===== src/rtl/ps2_rx.sv =====
// ps2_rx: PS/2 keyboard receiver.
//
// Oversamples the keyboard clock and data pins in the system clock domain.
// The keyboard clock is synchronised and glitch-filtered, and each filtered
// falling edge becomes a one-cycle sample event. Frames are deserialised
// (start, 8 data bits LSB first, odd parity, stop). The F0 break prefix and
// the E0 extended prefix are removed, and the last complete key code is
// presented on the outputs.
//
// Parameters:
//   FILTER_LEN  - consecutive identical synchronised PS2_CLK samples needed
//                 to change the filtered clock level (min 2)
//   TIMEOUT_CYC - CLK cycles without a sample event before a partial frame
//                 is abandoned
//
// Ports:
//   CLK       in   system clock, rising edge
//   RST_N     in   asynchronous active-low reset
//   PS2_CLK   in   keyboard clock pin (asynchronous)
//   PS2_DATA  in   keyboard data pin (asynchronous)
//   scancode  out  last accepted key code (never F0 or E0)
//   flag      out  sticky, set once any key code has been accepted
//   code_strb out  one-cycle pulse when scancode is updated
//   brk       out  current scancode was preceded by F0 (key release)
//   err       out  one-cycle pulse on parity error, framing error or timeout

module ps2_rx #(
    parameter int FILTER_LEN  = 8,
    parameter int TIMEOUT_CYC = 100000
) (
    input  logic       CLK,
    input  logic       RST_N,
    input  logic       PS2_CLK,
    input  logic       PS2_DATA,
    output logic [7:0] scancode,
    output logic       flag,
    output logic       code_strb,
    output logic       brk,
    output logic       err
);

    localparam int TO_W = $clog2(TIMEOUT_CYC + 1);
    localparam logic [TO_W-1:0] TO_MAX = TO_W'(TIMEOUT_CYC - 1);

    typedef enum logic [1:0] {
        IDLE,
        DATA,
        PARITY,
        STOP
    } state_t;

    // Synchroniser and filter state
    logic                  clkSync1_q, clkSync2_q;
    logic                  dataSync1_q, dataSync2_q;
    logic [FILTER_LEN-1:0] clkHist_q, clkHist_d;
    logic                  clkFilt_q, clkFilt_d;
    logic                  sampleEvt_q;
    logic                  dataCap_q;

    // Frame FSM and datapath state
    state_t                state_q, state_d;
    logic [2:0]            bitCnt_q, bitCnt_d;
    logic [7:0]            shift_q, shift_d;
    logic                  parity_q, parity_d;
    logic [TO_W-1:0]       toCnt_q, toCnt_d;
    logic                  brkPend_q, brkPend_d;

    // Registered outputs
    logic [7:0]            scancode_q, scancode_d;
    logic                  flag_q, flag_d;
    logic                  strb_q, strb_d;
    logic                  brk_q, brk_d;
    logic                  err_q, err_d;

    logic                  frameOk;

    // The filter looks at the history including the sample arriving this
    // cycle, so exactly FILTER_LEN identical samples flip the level.
    always_comb begin
        clkHist_d = {clkHist_q[FILTER_LEN-2:0], clkSync2_q};
        clkFilt_d = clkFilt_q;
        if (clkHist_d == '0) begin
            clkFilt_d = 1'b0;
        end else if (clkHist_d == '1) begin
            clkFilt_d = 1'b1;
        end
    end

    // Pin synchronisers, glitch filter, and sample-event generation.
    // Data is captured on the same edge that raises the sample event, so the
    // FSM sees the bit that was present when the filtered clock fell.
    always_ff @(posedge CLK or negedge RST_N) begin
        if (!RST_N) begin
            clkSync1_q  <= 1'b1;
            clkSync2_q  <= 1'b1;
            dataSync1_q <= 1'b1;
            dataSync2_q <= 1'b1;
            clkHist_q   <= '1;
            clkFilt_q   <= 1'b1;
            sampleEvt_q <= 1'b0;
            dataCap_q   <= 1'b1;
        end else begin
            clkSync1_q  <= PS2_CLK;
            clkSync2_q  <= clkSync1_q;
            dataSync1_q <= PS2_DATA;
            dataSync2_q <= dataSync1_q;
            clkHist_q   <= clkHist_d;
            clkFilt_q   <= clkFilt_d;
            sampleEvt_q <= clkFilt_q & ~clkFilt_d;
            if (clkFilt_q & ~clkFilt_d) begin
                dataCap_q <= dataSync2_q;
            end
        end
    end

    // Stop bit must be 1 and the nine data+parity bits must have odd weight.
    assign frameOk = dataCap_q & ((^shift_q) ^ parity_q);

    // Next-state logic. A sample event always takes priority over the
    // timeout, so a bit arriving on the last allowed cycle is still processed.
    always_comb begin
        state_d    = state_q;
        bitCnt_d   = bitCnt_q;
        shift_d    = shift_q;
        parity_d   = parity_q;
        toCnt_d    = toCnt_q;
        brkPend_d  = brkPend_q;
        scancode_d = scancode_q;
        flag_d     = flag_q;
        brk_d      = brk_q;
        strb_d     = 1'b0;
        err_d      = 1'b0;

        if (state_q == IDLE || sampleEvt_q) begin
            toCnt_d = '0;
        end else begin
            toCnt_d = toCnt_q + 1'b1;
        end

        if (sampleEvt_q) begin
            case (state_q)
                IDLE: begin
                    if (!dataCap_q) begin
                        state_d  = DATA;
                        bitCnt_d = '0;
                    end
                end
                DATA: begin
                    shift_d[bitCnt_q] = dataCap_q;
                    bitCnt_d          = bitCnt_q + 1'b1;
                    if (bitCnt_q == 3'd7) begin
                        state_d = PARITY;
                    end
                end
                PARITY: begin
                    parity_d = dataCap_q;
                    state_d  = STOP;
                end
                STOP: begin
                    state_d = IDLE;
                    if (frameOk) begin
                        if (shift_q == 8'hF0) begin
                            brkPend_d = 1'b1;
                        end else if (shift_q != 8'hE0) begin
                            scancode_d = shift_q;
                            brk_d      = brkPend_q;
                            brkPend_d  = 1'b0;
                            strb_d     = 1'b1;
                            flag_d     = 1'b1;
                        end
                    end else begin
                        err_d = 1'b1;
                    end
                end
                default: state_d = IDLE;
            endcase
        end else if (state_q != IDLE && toCnt_q == TO_MAX) begin
            err_d    = 1'b1;
            state_d  = IDLE;
            bitCnt_d = '0;
            toCnt_d  = '0;
        end
    end

    // FSM, datapath and output registers.
    always_ff @(posedge CLK or negedge RST_N) begin
        if (!RST_N) begin
            state_q    <= IDLE;
            bitCnt_q   <= '0;
            shift_q    <= '0;
            parity_q   <= 1'b0;
            toCnt_q    <= '0;
            brkPend_q  <= 1'b0;
            scancode_q <= '0;
            flag_q     <= 1'b0;
            strb_q     <= 1'b0;
            brk_q      <= 1'b0;
            err_q      <= 1'b0;
        end else begin
            state_q    <= state_d;
            bitCnt_q   <= bitCnt_d;
            shift_q    <= shift_d;
            parity_q   <= parity_d;
            toCnt_q    <= toCnt_d;
            brkPend_q  <= brkPend_d;
            scancode_q <= scancode_d;
            flag_q     <= flag_d;
            strb_q     <= strb_d;
            brk_q      <= brk_d;
            err_q      <= err_d;
        end
    end

    assign scancode  = scancode_q;
    assign flag      = flag_q;
    assign code_strb = strb_q;
    assign brk       = brk_q;
    assign err       = err_q;

endmodule


===== config.mk =====
export PLATFORM = sky130hd
export DESIGN_NAME = ps2_rx
export DESIGN_NICKNAME = d
export VERILOG_FILES = /design/src/rtl/ps2_rx.sv
export SDC_FILE = /design/constraint.sdc
export NUM_CORES = 1
export LEC_CHECK = 0
export CORE_ASPECT_RATIO = 0.9
export CORE_MARGIN = 3
export CORE_UTILIZATION = 35
export CTS_CLUSTER_DIAMETER = 100
export DETAILED_ROUTE_END_ITERATION = 12
export GPL_TIMING_DRIVEN = 1
export HOLD_SLACK_MARGIN = 0.1
export PLACE_DENSITY = 0.52
export SLEW_MARGIN = 25
export SYNTH_ARGS = -nofsm -noshare
export SYNTH_HDL_FRONTEND = slang
export SYNTH_SLANG_ARGS = --single-unit

===== constraint.sdc =====
create_clock -name CLK -period 2.2 [get_ports CLK]
set_input_delay 0.66 -clock CLK [delete_from_list [all_inputs] [get_ports CLK]]
set_output_delay 0.66 -clock CLK [all_outputs]
set_load 0.01 [all_outputs]

==> summary.txt, run 1 <==
Row Count - 29
# clock sinks - 58
WP data required - 2.43 ns
initial antenna violation count - 0
area of the multi-input gates - 1080 µm²
DR WL/cell - 12.9 µm
Initial Utilization - 36.5%
Finished Core Util - 43.9%
final worst path period share - 90.2%
RSZ-0062 raised after global routing - false
Avg Cell Area, Syn - 11.5 µm²
via count - 1717
total setup buffers inserted after CTS - 0
Area Growth Syn to Fin - 20.1%
Switching Power - 482 µW
VDD IR max - 424 µV
vias in the first global route - 1701
# DRC - 0
final setup skew - 0.00884 ns
global-route wire length before repair - 8280 µm
final setup TNS - 0 ns
Tot GR Track Use - 12.5%
max cap viols - 0
critical path type - reg -> reg
Cell Pwr Density - 667 nW/µm²
initial DRC count - 55
EDFF count, synth - 0
Die Y - 88.0 µm
DRT Wirelength - 4590 µm
measured slew at the worst slew-check pin - 0.451 ns
Slew headroom - 69.5%
die area - 8540 µm²
final net count - 274
antenna viol nets, final - 0
Reg clk slew, reported paths - 0.07 ns
drt pass-1 iters - 4
worst skew pair latency - 0.34 ns
TritonCTS clock tree - yes
minimum hold slack - 0.248 ns
worst flop-to-flop path startpoint - shift_q[2]
top area cells in the synthesized netlist - dfrtp_1 43%, dfstp_2 13%, mux2_2 6.9%
Gate Count Post-Synth - 227
Async S/R FF share, synth - 100%
FF+latch count, synth - 58
post-route minimum period - 1.99 ns
Max Slew Vio Count - 0
core box area - 7150 µm²
Root Driver - clkbuf_8
Post-synth top flop - dfrtp_1
register area - 1470 µm²
largest area contributor in the synthesized netlist - dfrtp_1
Mapped Nets - 243
Worst Setup End Kind - register
post-synthesis cell type count - 40
status - finished, final reports clean
clock power share - 45.6%
largest net degree at the start of global routing - 32
startpoint types - register
P_leak - 1.35 nW
GRT overflow - 0
Detail Placement HPWL - 3240 µm
CTS H-tree depth - 3
maximum clock frequency - 504 MHz
ant diodes - 0
Vias/cell - 4.82
fill cell count - 645
critical path arrival - 2.21 ns
R2R cell count - 7
CP endpoint - scancode[5]
Synth Cell Area - 2610 µm²
crit-path max FO - 8
placer congestion estimate - 0.783
worst reg2reg setup slack - 0.21 ns
IO Pins - 16
Setup crit start - shift_q[2]
share of the synthesized area in the top cell type - 43.1%
Seq/Total Area, Yosys - 56.2%
I/O Buffers - 15
HP Class - in -> async
Final setup viols - 0
Post-CTS Hold Fix Bufs - 0
Pint - 1.61 mW
Sw Ratio - 23.0%
synth warn - 0
combinational cell fraction of total power - 1.9%
Inserted Clock Buffers - 9
Max clock buf depth - 2
share of cells above drive strength 1 - 24.0%
post-cts repair resize count - 0
register share of total power - 52.5%
die width - 97.1 µm
worst r2r dst - scancode[5]
Final Hold Fails - 0
==> cell usage in the layout, fill, tap and decap left out, types with 2 or more instances in the layout <==
master | synthesis | routed
mux2_2 | 16 | 16
clkdlybuf4s50_1 | 0 | 14
ha_1 | 12 | 12
buf_4 | 0 | 9
nand2b_1 | 3 | 3
inv_4 | 0 | 2
and3_1 | 4 | 4
o31ai_1 | 4 | 4
dfrtp_1 | 45 | 45
nand4_1 | 6 | 6
xnor2_1 | 9 | 9
a21oi_1 | 6 | 6
clkbuf_8 | 0 | 10
dfstp_2 | 13 | 13
o21ai_0 | 9 | 9
xor2_1 | 4 | 4
nand3_1 | 6 | 6
nand2_1 | 18 | 18
or3_1 | 2 | 2
inv_1 | 11 | 11
a22o_1 | 2 | 2
nor4_1 | 5 | 5
nor3_1 | 10 | 10
nor2_1 | 18 | 18
or4_1 | 2 | 2
==> critical path, cell delays in order, from the launching register on <==
cell,delay (ns)
dfrtp_1,0.34
inv_1,0.05
ha_1,0.27
xnor3_1,0.41
xnor2_1,0.20
nand3_1,0.12
buf_4,0.19
mux2_2,0.27
==> cell usage after synthesis, types with 2 or more instances <==
master and n:
and3_1 4, xor2_1 4, nor4_1 5, or4_1 2, dfstp_2 13, inv_1 11, mux2_2 16, a22o_1 2
nand3_1 6, ha_1 12, a21oi_1 6, nor2_1 18, xnor2_1 9, dfrtp_1 45, o31ai_1 4, nand2b_1 3
nand4_1 6, clkbuf_1 4, nand2_1 18, or3_1 2, nor3_1 10, o21ai_0 9
==> flip-flops by register name, summed over array words and instances, names as in the netlist, 2 cells and up <==
signal,count
scancode,8
shift_q,8
clkHist_q,7
toCnt_q,17
bitCnt_q,3
state_q,2
==> per-layer routing <==
metal	GRT usage, %	routed length, µm
met5	0	0
met4	6.51	109
met3	4.38	218
met2	16.7	1800
met1	17.8	2470
==> how the worst min path moves through the flow <==
stage / start / end / slack (ns) / depth (start not counted)
after floorplan: clkSync1_q / clkSync2_q / 0.35 / 0
after global placement: dataSync1_q / dataSync2_q / 0.35 / 0
after detailed placement: clkSync1_q / clkSync2_q / 0.35 / 0
after CTS: RST_N / toCnt_q[1] / 0.26 / 1
after global routing: RST_N / toCnt_q[1] / 0.28 / 1
final: RST_N / toCnt_q[6] / 0.25 / 1
==> through the flow <==
stage / cells / power [mW] / area [µm²] / setup WS, ns
global placement: 340 / 1.16 / 2940 / 0.292
finish: 356 / 2.09 / 3140 / 0.215
floorplan: 227 / 1.12 / 2610 / 0.240
detailed placement: 340 / 1.16 / 2940 / 0.232
global route: 356 / 2.18 / 3140 / 0.0510
CTS: 356 / 2.13 / 3140 / 0.215
==> power by group through the flow <==
stage / clock network (mW) / registers, mW / logic (mW)
CTS: 0.988 / 1.10 / 0.0429
floorplan: 0 / 1.12 / 0.00790
detailed placement: 0 / 1.12 / 0.0430
finish: 0.954 / 1.10 / 0.0403
global route: 1.04 / 1.10 / 0.0482
global placement: 0 / 1.12 / 0.0428
==> cell families after synthesis <==
group	Yosys count	share of synthesized area, %
buffers and inverters	16	2.35
muxes	17	7.28
xor gates and xnor gates	14	5.22
and+or+nand+nor	84	17.0
AOI/OAI and AO/OA	26	6.27
DFF	58	56.2
adders and majority gates	12	5.75
==> area by class of cell <==
type	count	share of cell area [%]
clock inverter	5	1.08
timing repair buffer	25	7.42
multi-input combinational	153	34.5
clock buffer	11	5.18
tap	93	3.71
inverter	11	1.32
sequential	58	46.8
No activity file was read; power rests on OpenSTA's default activity.
==> run 2: changes to the inputs <==
Settings changed: PLACE_DENSITY 0.52 to 0.55.
==> summary.txt, run 2 (same netlist as run 1, synthesis figures left out) <==
crit-path max FO - 9
most common cell after layout, fill and taps aside - dfrtp_1
largest net degree at the start of global routing - 59
core box area - 7150 µm²
startpoint types - register
global-route wire length before repair - 8150 µm
Reg clk slew, reported paths - 0.07 ns
initial DRC count - 96
Inserted Clock Buffers - 9
placer congestion estimate - 0.743
Setup crit start - shift_q[2]
Final Hold Fails - 0
critical path arrival - 2.28 ns
Detail Placement HPWL - 3100 µm
final setup skew - 0.00456 ns
CP max-delay cell - xnor3_1
Area Growth Syn to Fin - 20.2%
# clock sinks - 58
DP Area - 2920 µm²
WP data required - 2.42 ns
share of cells above drive strength 1 - 23.5%
measured slew at the worst slew-check pin - 0.410 ns
vias in the first global route - 1743
final worst path period share - 93.7%
DR WL/cell - 13.0 µm
via count - 1708
post-route minimum period - 2.06 ns
Largest register FFs - 17
CP cell instances - inv_1 > ha_1 > xnor3_1 > xnor2_2 > nand3_2 > buf_4 > mux2_2
DRT Wirelength - 4610 µm
HP Class - in -> async
Slew headroom - 72.3%
die area - 8540 µm²
antenna viol nets, final - 0
Tot GR Track Use - 12.3%
drt pass-1 iters - 4
total setup buffers inserted after CTS - 0
minimum hold slack - 0.305 ns
kind of cell adding the most delay to the critical path - XOR/XNOR gates
Row Count - 29
fill cell count - 677
critical path type - reg -> reg
WP depth - 7
worst flop-to-flop path startpoint - shift_q[2]
sum of buffers and inverters on the critical path - 2
CP endpoint - scancode[5]
RSZ-0062 raised after global routing - false
status - finished, final reports clean
Cell Pwr Density - 680 nW/µm²
final net count - 271
Max clock buf depth - 2
GRT overflow - 0
die width - 97.1 µm
non-filler cells in the finished layout - 353
VDD IR max - 439 µV
Initial Utilization - 36.5%
Biggest register - toCnt_q
worst skew pair latency - 0.34 ns
final setup TNS - 0 ns
worst r2r dst - scancode[5]
Vias/cell - 4.84
Root Driver - clkbuf_8
Die Y - 88.0 µm
initial antenna violation count - 0
Worst Setup End Kind - register
CTS H-tree depth - 3
IO Pins - 16
Max Slew Vio Count - 0
I/O Buffers - 15
P_leak - 1.35 nW
R2R cell count - 7
Final setup viols - 0
TritonCTS clock tree - yes
final instance area - 3140 µm²
Largest stage delay, worst path - 0.44 ns
ant diodes - 0
maximum clock frequency - 485 MHz
worst reg2reg setup slack - 0.14 ns
max cap viols - 0
Post-Place Cells - 337
# DRC - 0
most frequent cells in the layout - 45 x dfrtp_1, 18 x nor2_1, 18 x nand2_1, 16 x mux2_2, 14 x clkdlybuf4s50_1
-- run 2: cell count changes in the layout (fill, tap and decap cells not counted), sizes merged --
cell	change
buf	-3
clkbuf	+2
clkinvlp	-1
inv	-1
-- run 2: stage by stage --
step                power, mW  setup WS, ns  util [%]
floorplan                1.12         0.240         -
global placement         1.16         0.180      40.8
detailed placement       1.16         0.141      40.8
CTS                      2.17         0.111      43.7
global route             2.23        0.0262      43.9
finish                   2.13         0.140      43.9
-- run 2: power by group --
group	internal, mW	total, mW	switching [mW]
clock network	0.574	0.998	0.424
logic	0.0116	0.0378	0.0262
registers	1.09	1.10	0.00891
total	1.68	2.13	0.459
-- run 2: final cells by class --
type	count	area (µm²)	share of cell area, %
Sequential cell	58	1470	46.8
Timing Repair Buffer	22	210	6.70
Multi-Input combinational cell	153	1100	34.9
Clock inverter	3	16.3	0.518
Clock buffer	13	191	6.10
Inverter	11	41.3	1.32
Tap cell	93	116	3.71
-- run 2: what timing repair did --
| action | 4_1_cts | 5_1_grt |
|---|---|---|
| setup endpoints to repair | 0 | 7 |
| hold buffers | 0 | 0 |
| resized for setup | 0 | 2 |
-- run 2: metal layers --
layer / wire, µm / part of all wire [%] / global-route usage (%) / vias to the layer above
li1: - / - / - / 858
met1: 2290 / 50 / 16.0 / 814
met2: 2010 / 44 / 17.7 / 26
met3: 223 / 4.8 / 5.73 / 10
met4: 80 / 1.7 / 5.23 / 0
met5: 0 / 0 / 0 / -
-- run 2: how the worst min path moves through the flow --
| stage | from | endpoint | slack [ns] | depth (start not counted) |
|---|---|---|---|---|
| CTS | RST_N | toCnt_q[13] | 0.31 | 2 |
| detailed placement | clkSync1_q | clkSync2_q | 0.35 | 0 |
| finish | RST_N | toCnt_q[13] | 0.30 | 2 |
| global route | RST_N | toCnt_q[13] | 0.32 | 2 |
| floorplan | clkSync1_q | clkSync2_q | 0.35 | 0 |
| global placement | dataSync1_q | dataSync2_q | 0.35 | 0 |
==> run 3: changes to the inputs <==
Settings changed: HOLD_SLACK_MARGIN 0.1 to 0.02.
==> results of run 3 <==
Same layout as run 2: the final DEF is identical, and so are final timing and power.
